`src/rtl/alu_shift_pkg.sv`:
```
// Shared definitions for the iterative shift/rotate engine.
// ALU_SHIFT_STEP4_EN selects a 4-bit-per-cycle step; otherwise one bit per cycle.
package alu_shift_pkg;

    localparam int unsigned DATA_W = 32;
    localparam int unsigned B_W    = 32;
    localparam int unsigned CNT_W  = 5;
    localparam int unsigned K_W    = 3;

`ifdef ALU_SHIFT_STEP4_EN
    localparam int unsigned MAX_STEP = 4;
`else
    localparam int unsigned MAX_STEP = 1;
`endif

    localparam logic [2:0] OP_SHR  = 3'b000;
    localparam logic [2:0] OP_SHRA = 3'b001;
    localparam logic [2:0] OP_SHL  = 3'b010;
    localparam logic [2:0] OP_ROR  = 3'b011;
    localparam logic [2:0] OP_ROL  = 3'b100;

    typedef enum logic [1:0] {
        ST_IDLE = 2'd0,
        ST_RUN  = 2'd1,
        ST_DONE = 2'd2
    } state_e;

    // Encodings above ROL are pass-through.
    function automatic logic is_shift_op(input logic [2:0] op);
        return op <= OP_ROL;
    endfunction

endpackage

```
`src/rtl/alu_shift_step.sv`:
```
// Combinational single step: shifts or rotates a value by k bits (1..MAX_STEP).
module alu_shift_step
    import alu_shift_pkg::*;
#(
    parameter int unsigned WIDTH = DATA_W
) (
    input  logic [WIDTH-1:0] value_i,
    input  logic [2:0]       op_i,
    input  logic [K_W-1:0]   k_i,
    output logic [WIDTH-1:0] result_o
);

    always_comb begin
        result_o = value_i;
        case (op_i)
            OP_SHR:  result_o = value_i >> k_i;
            OP_SHRA: result_o = $unsigned($signed(value_i) >>> k_i);
            OP_SHL:  result_o = value_i << k_i;
            OP_ROR:  result_o = (value_i >> k_i) | (value_i << (WIDTH - 32'(k_i)));
            OP_ROL:  result_o = (value_i << k_i) | (value_i >> (WIDTH - 32'(k_i)));
            default: result_o = value_i;
        endcase
    end

endmodule

```
`src/rtl/alu_shift_seq.sv`:
```
// Multi-cycle shift/rotate engine with start/done handshake feeding the Z register.
// Define ALU_SHIFT_STEP4_EN to retire up to 4 bits of the count per RUN cycle.
module alu_shift_seq
    import alu_shift_pkg::*;
#(
    parameter int unsigned WIDTH = DATA_W
) (
    input  logic             clk,
    input  logic             clr_n,
    input  logic             start,
    input  logic [2:0]       op,
    input  logic [WIDTH-1:0] in_a,
    input  logic [B_W-1:0]   in_b,
    output logic             busy,
    output logic             done,
    output logic [WIDTH-1:0] out
);

    state_e             state_q, state_d;
    logic [WIDTH-1:0]   work_q, work_d;
    logic [CNT_W-1:0]   cnt_q, cnt_d;
    logic [2:0]         op_q, op_d;
    logic [WIDTH-1:0]   out_q, out_d;
    logic               busy_q, busy_d;
    logic               done_q, done_d;
    logic [CNT_W-1:0]   step_c;
    logic [WIDTH-1:0]   step_val_c;
    logic               unused_in_b;

    // Only the low count bits of the amount matter.
    assign unused_in_b = ^in_b[B_W-1:CNT_W];

    always_comb begin
`ifdef ALU_SHIFT_STEP4_EN
        step_c = (cnt_q < CNT_W'(MAX_STEP)) ? cnt_q : CNT_W'(MAX_STEP);
`else
        step_c = CNT_W'(1);
`endif
    end

    alu_shift_step #(
        .WIDTH   (WIDTH)
    ) u_step (
        .value_i (work_q),
        .op_i    (op_q),
        .k_i     (K_W'(step_c)),
        .result_o(step_val_c)
    );

    // Next-state, datapath updates; out is loaded only on entry to DONE.
    always_comb begin
        state_d = state_q;
        work_d  = work_q;
        cnt_d   = cnt_q;
        op_d    = op_q;
        out_d   = out_q;
        case (state_q)
            ST_IDLE: begin
                if (start) begin
                    work_d = in_a;
                    op_d   = op;
                    cnt_d  = in_b[CNT_W-1:0];
                    if (!is_shift_op(op) || (in_b[CNT_W-1:0] == '0)) begin
                        cnt_d   = '0;
                        state_d = ST_DONE;
                        out_d   = in_a;
                    end else begin
                        state_d = ST_RUN;
                    end
                end
            end
            ST_RUN: begin
                work_d = step_val_c;
                cnt_d  = cnt_q - step_c;
                if (cnt_d == '0) begin
                    state_d = ST_DONE;
                    out_d   = step_val_c;
                end
            end
            ST_DONE: state_d = ST_IDLE;
            default: state_d = ST_IDLE;
        endcase
        busy_d = (state_d != ST_IDLE);
        done_d = (state_d == ST_DONE);
    end

    always_ff @(posedge clk or negedge clr_n) begin
        if (!clr_n) begin
            state_q <= ST_IDLE;
            work_q  <= '0;
            cnt_q   <= '0;
            op_q    <= '0;
            out_q   <= '0;
            busy_q  <= 1'b0;
            done_q  <= 1'b0;
        end else begin
            state_q <= state_d;
            work_q  <= work_d;
            cnt_q   <= cnt_d;
            op_q    <= op_d;
            out_q   <= out_d;
            busy_q  <= busy_d;
            done_q  <= done_d;
        end
    end

    assign busy = busy_q;
    assign done = done_q;
    assign out  = out_q;

endmodule

```
`config.mk`:
```
export PLATFORM = sky130hd
export DESIGN_NAME = alu_shift_seq
export DESIGN_NICKNAME = d
export VERILOG_FILES = /design/src/rtl/alu_shift_pkg.sv /design/src/rtl/alu_shift_step.sv /design/src/rtl/alu_shift_seq.sv
export SDC_FILE = /design/constraint.sdc
export NUM_CORES = 1
export LEC_CHECK = 0
export BUFFER_PORTS_ARGS = -buffer_cell sky130_fd_sc_hd__buf_4
export CAP_MARGIN = 0
export CELL_PAD_IN_SITES_DETAIL_PLACEMENT = 1
export CELL_PAD_IN_SITES_GLOBAL_PLACEMENT = 2
export CORE_UTILIZATION = 38
export DETAILED_ROUTE_END_ITERATION = 7
export PLACE_DENSITY = 0.87
export REMOVE_ABC_BUFFERS = 1
export SLEW_MARGIN = 20
export SYNTH_ARGS = -nofsm -noshare
export SYNTH_HDL_FRONTEND = slang
export SYNTH_SLANG_ARGS = --single-unit
```
`constraint.sdc`:
```
create_clock -name clk -period 3 [get_ports clk]
set_input_delay 0.6 -clock clk [delete_from_list [all_inputs] [get_ports clk]]
set_output_delay 0.6 -clock clk [all_outputs]
set_load 0.05 [all_outputs]
```
After elaboration in Yosys (flattened, before gate mapping). Cells that the tools add are included.

Output and inout port bits: 34. Bits in registers: 76. Logic and storage cells: 45. Bits of input ports: 70.

Bitwise logic cells: 2. Equal/unequal tests: 9. $lt $le $gt $ge: 1. Muxes and demuxes: 14. Add/sub/neg operators: 1. Reduce and logical (&&, ||, !) cells: 11.

Operators by type and width (number): case mux 32 bit (5 select lines) (1); 2-to-1 mux 32 bit (4); case mux 32 bit (2 select lines) (2); bitwise OR 31 x 32 -> 32 bit (1); bitwise OR 32 x 1 -> 32 bit (1); zero test 5 bit (2); 2-to-1 mux 5 bit (2); case mux 5 bit (2 select lines) (1); == test 3 x 2 -> 1 bit (second input constant) (2); 2-to-1 mux 2 bit (3); != test 2 bit (second input constant) (3); subtractor 5 x 1 -> 5 bit (second input constant) (1); case mux 2 bit (2 select lines) (1); AND reduction 2 bit (2); AND reduction 4 bit (1); nonzero test 2 bit (2); == test 3 x 1 -> 1 bit (second input constant) (1); == test 3 bit (second input constant) (1); <= comparator 3 bit (second input constant) (1); zero test 3 bit (1); == test 2 x 1 -> 1 bit (second input constant) (1); == test 2 bit (second input constant) (1); zero test 2 bit (1); zero test 1 bit (1); logical OR 1 bit (1).

Logic depth before layout (Yosys ltp).
Depth in word-level cells: 7. Gate-level depth with buffers: 7. Depth with buffers taken out: 6.

Hierarchy. Synthesis repeated with hierarchy kept, for this count alone.

Cells, all modules: 1014. Area, all modules: 8834.7 um^2.

By module, submodules not included: alu_shift_step (instances 1, area each 5277.6 um^2, sequential area each 0.0 um^2, cells each 663); alu_shift_seq (instances 1, area each 3557.2 um^2, sequential area each 1901.8 um^2, cells each 351).

Worst setup path after synthesis. Ideal clock, no wire load.

Path kind: input port to flip-flop. From: input in_b[1]. To: register out_q[0] (netlist: out[0]). Setup time: 125 ps. Path buffers: 1. Required time: 2875 ps. Path slack: 961 ps. Stages: 5. Arrival time: 1914 ps. Cells stage by stage: or4_1 -> o21ai_2 -> a2bb2oi_4 -> buf_12 -> mux2_4.

Word-level cells in the longest chain between the ends: 4.

RTL lines: from (decl) (line alu_shift_seq.sv:13) `input logic [B_W-1:0] in_b,`; zero test 5 bit (line alu_shift_seq.sv:63) `if (!is_shift_op(op) || (in_b[CNT_W-1:0] == '0)) begin`; logical OR 1 bit (line alu_shift_seq.sv:63); != test 2 bit (no line); AND reduction 4 bit (no line); to (signal assigned) (line alu_shift_seq.sv:101) `out_q <= out_d;`; to (decl) (line alu_shift_seq.sv:23) `logic [WIDTH-1:0] out_q, out_d;`.

Every way passes these cells. A chain may end at the register's enable or synchronous reset.

Final worst setup path.
From: register cnt_q[0]. To: register out_q[5] (netlist: out[5]).

Word-level cells in the longest chain between the ends: 4.

RTL lines: from (decl) (line alu_shift_seq.sv:21) `logic [CNT_W-1:0] cnt_q, cnt_d;`; from (signal assigned) (line alu_shift_seq.sv:99) `cnt_q <= cnt_d;`; subtractor 5 x 1 -> 5 bit (line alu_shift_seq.sv:74) `cnt_d = cnt_q - step_c;`; zero test 5 bit (line alu_shift_seq.sv:75) `if (cnt_d == '0) begin`; != test 2 bit (no line); AND reduction 4 bit (no line).

Every way passes these cells.

==> metrics <==
status=finished, final reports clean; Tcrit/Tclk final=0.832; vias in the first global route=4417; # diodes=0; setup ws final=503 ps; xor/xnor share of the synthesized area=0.00170; DIE AREA=14100 µm²; 1st-iter DRT viols=348; Total GRT Usage=0.207; Synth Area per Inst=10.3 µm²; Rows=42; CTS H-Tree Depth=3; GRT overflow=0; fraction of layout cells with a size suffix above 1=0.360; CTS Buf Count=9; CTS tree=built; Synth Warn #=0; Root Driver=clkbuf_16; Max Buffers Root-to-Sink=2; WP data arrival=2740 ps; post-route setup TNS=0 ps; Synth Area in Adders=0.00678; Vias/cell=5.77; worst slew pin tran=796 ps; Reg clk slew, reported paths=60 ps; normalized max-slew margin=0.470; post-layout minimum cycle time=2500 ps; clock sink total=76; global-route wire length before repair=23.0 mm; Synth Area in Simple Gates=0.219; Min-Delay Path Class=primary input to async pin; asr flop ratio synth=1.00; Post-route DRC=0; final hold vios=0; Core Region=13200 µm²; r2r worst-path depth=7; WL final=14.0 mm; multiplexer share of the synthesized area=0.215; flops & latches, synth=76; CP Capture Type=flop; fin. max-slew vios=0; register area share after synthesis=0.368; Multi-input gate area=2970 µm²; Skew-Pair Late Insertion Delay=350 ps; worst flop-to-flop path startpoint=cnt_q[0]; total power=8.40 mW; utilization after layout=0.463; count of unique library cells instantiated by Yosys=49; Max-Cap Viols=0; Reg area=1910 µm²; Primary FF master, synth=dfrtp_1; Fillers=1480; Worst Setup SP=cnt_q[0]; largest net degree at the start of global routing=53; global placer's final weighted congestion=0.766; startpoint class of the critical path=flop; Setup CP Type=flop to flop; port buffer count=76; Detailed Routing Iterations Pass 1=4; number of hold buffers added after CTS=0; PwrDens=1370 nW/µm²; routed length per instance=19.1 µm; die height=119 µm; RSZ-0062 raised after global routing=no; Max rail drop VDD=0.698 mV; Initial Utilization=0.390; worst hold margin=299 ps; r2r endpoint=out[5]; initial antenna violation count=0; HPWL Detailed=8.91 mm; Post-Syn Instances=502; fmax=0.400 GHz; Data required, critical path=3240 ps; Place WS=470 ps; Gates resized, CTS repair=0; Synth Area in Compound Gates=0.132; IO Count=104; Mapped Area=5160 µm²; largest family of logic cells by synthesized area=simple AND/OR/NAND/NOR gates; Die W=119 µm; vias=4223; CP Max Fanout=22; Layout area overhead=18.7%; DRT antenna net count=0; Post-CTS Setup Bufs=0; reg-to-reg slack, setup=500 ps; Nets=625; Post-synth EDFFs=0; Pleak=2.68 nW; Setup violations, final=0; Worst Clk Skew=5.04 ps
-- area by class of cell --
type / instances / area share
repair buffers: 88 / 0.118
clock inverters: 3 / 0.00245
inverters: 12 / 0.00735
well taps: 176 / 0.0359
multi-input cells: 366 / 0.485
flip-flops and latches: 76 / 0.311
clock buffers: 11 / 0.0396
-- report_power, final --
group	switching, mW	leakage [nW]	internal, mW	total, mW
clock	0.442	0.131	0.569	1.01
combinational	2.68	1.67	2.35	5.03
sequential	0.796	0.880	1.56	2.36
total	3.92	2.68	4.48	8.40
-- layout by cell type (no fill, tap or decap), types with 4 or more instances in the layout --
master     instances
a21oi_1           31
a221oi_1          27
and2_1             4
and3_1            26
buf_12             5
buf_4             83
clkbuf_16          9
dfrtp_1           73
inv_1             12
mux2_2            61
mux2_4            25
mux2i_1            5
nand2_1           14
nand3_1            6
nor2_1            35
nor3_1            25
nor3b_1            5
nor4bb_1          46
o21ai_0           17
-- kinds of logic after synthesis --
family	after synthesis
DFF	76
muxes	91
and+or+nand+nor	175
xor gates and xnor gates	1
adders and majority gates	3
buffers and inverters	60
AOI/OAI and AO/OA	96
-- synth_stat cells, types with 6 or more instances --
cell	n	area [µm²]
inv_1	12	45.0
and3_1	26	163
a21oi_1	31	155
mux2_2	61	687
nor4bb_1	46	460
nand2_1	14	52.6
clkbuf_1	30	113
a221oi_1	27	236
nor2_1	36	135
mux2_4	25	375
nand3_1	6	30.0
buf_2	10	50.1
o21ai_0	17	85.1
nor3_1	25	125
dfrtp_1	76	1900
-- metrics by stage --
| step | instance area (µm²) | std cells |
|---|---|---|
| finish | 6130 | 732 |
| global placement | 5870 | 718 |
| floorplan | 4920 | 454 |
| CTS | 6130 | 732 |
| detailed placement | 5870 | 718 |
| global route | 6130 | 732 |
-- worst max path at each step --
stage	to	slack, ps	cells after the start
floorplan	out[15]	-700	4
global placement	out[18]	540	6
detailed placement	out[5]	470	7
CTS	out[5]	470	7
global route	out[5]	370	7
finish	out[5]	500	7
-- worst max-delay path, stage by stage, from the launching register on --
cell	delay, ps
dfrtp_1	460
inv_1	80
ha_1	270
and3b_1	220
a31oi_4	180
a2bb2oi_4	540
buf_12	300
mux2_4	330
-- flip-flops by register name, summed over array words and instances (netlist names) --
signal   cells
out         32
work_q      32
cnt_q        5
op_q         3
state_q      2
busy         1
done         1
-- metal layers --
| layer | GRT usage | routed length, µm |
|---|---|---|
| met5 | 0 | 0 |
| met4 | 0.0688 | 224 |
| met3 | 0.0434 | 460 |
| met2 | 0.341 | 6710 |
| met1 | 0.267 | 6570 |
Power figures use the tool's default switching activity.
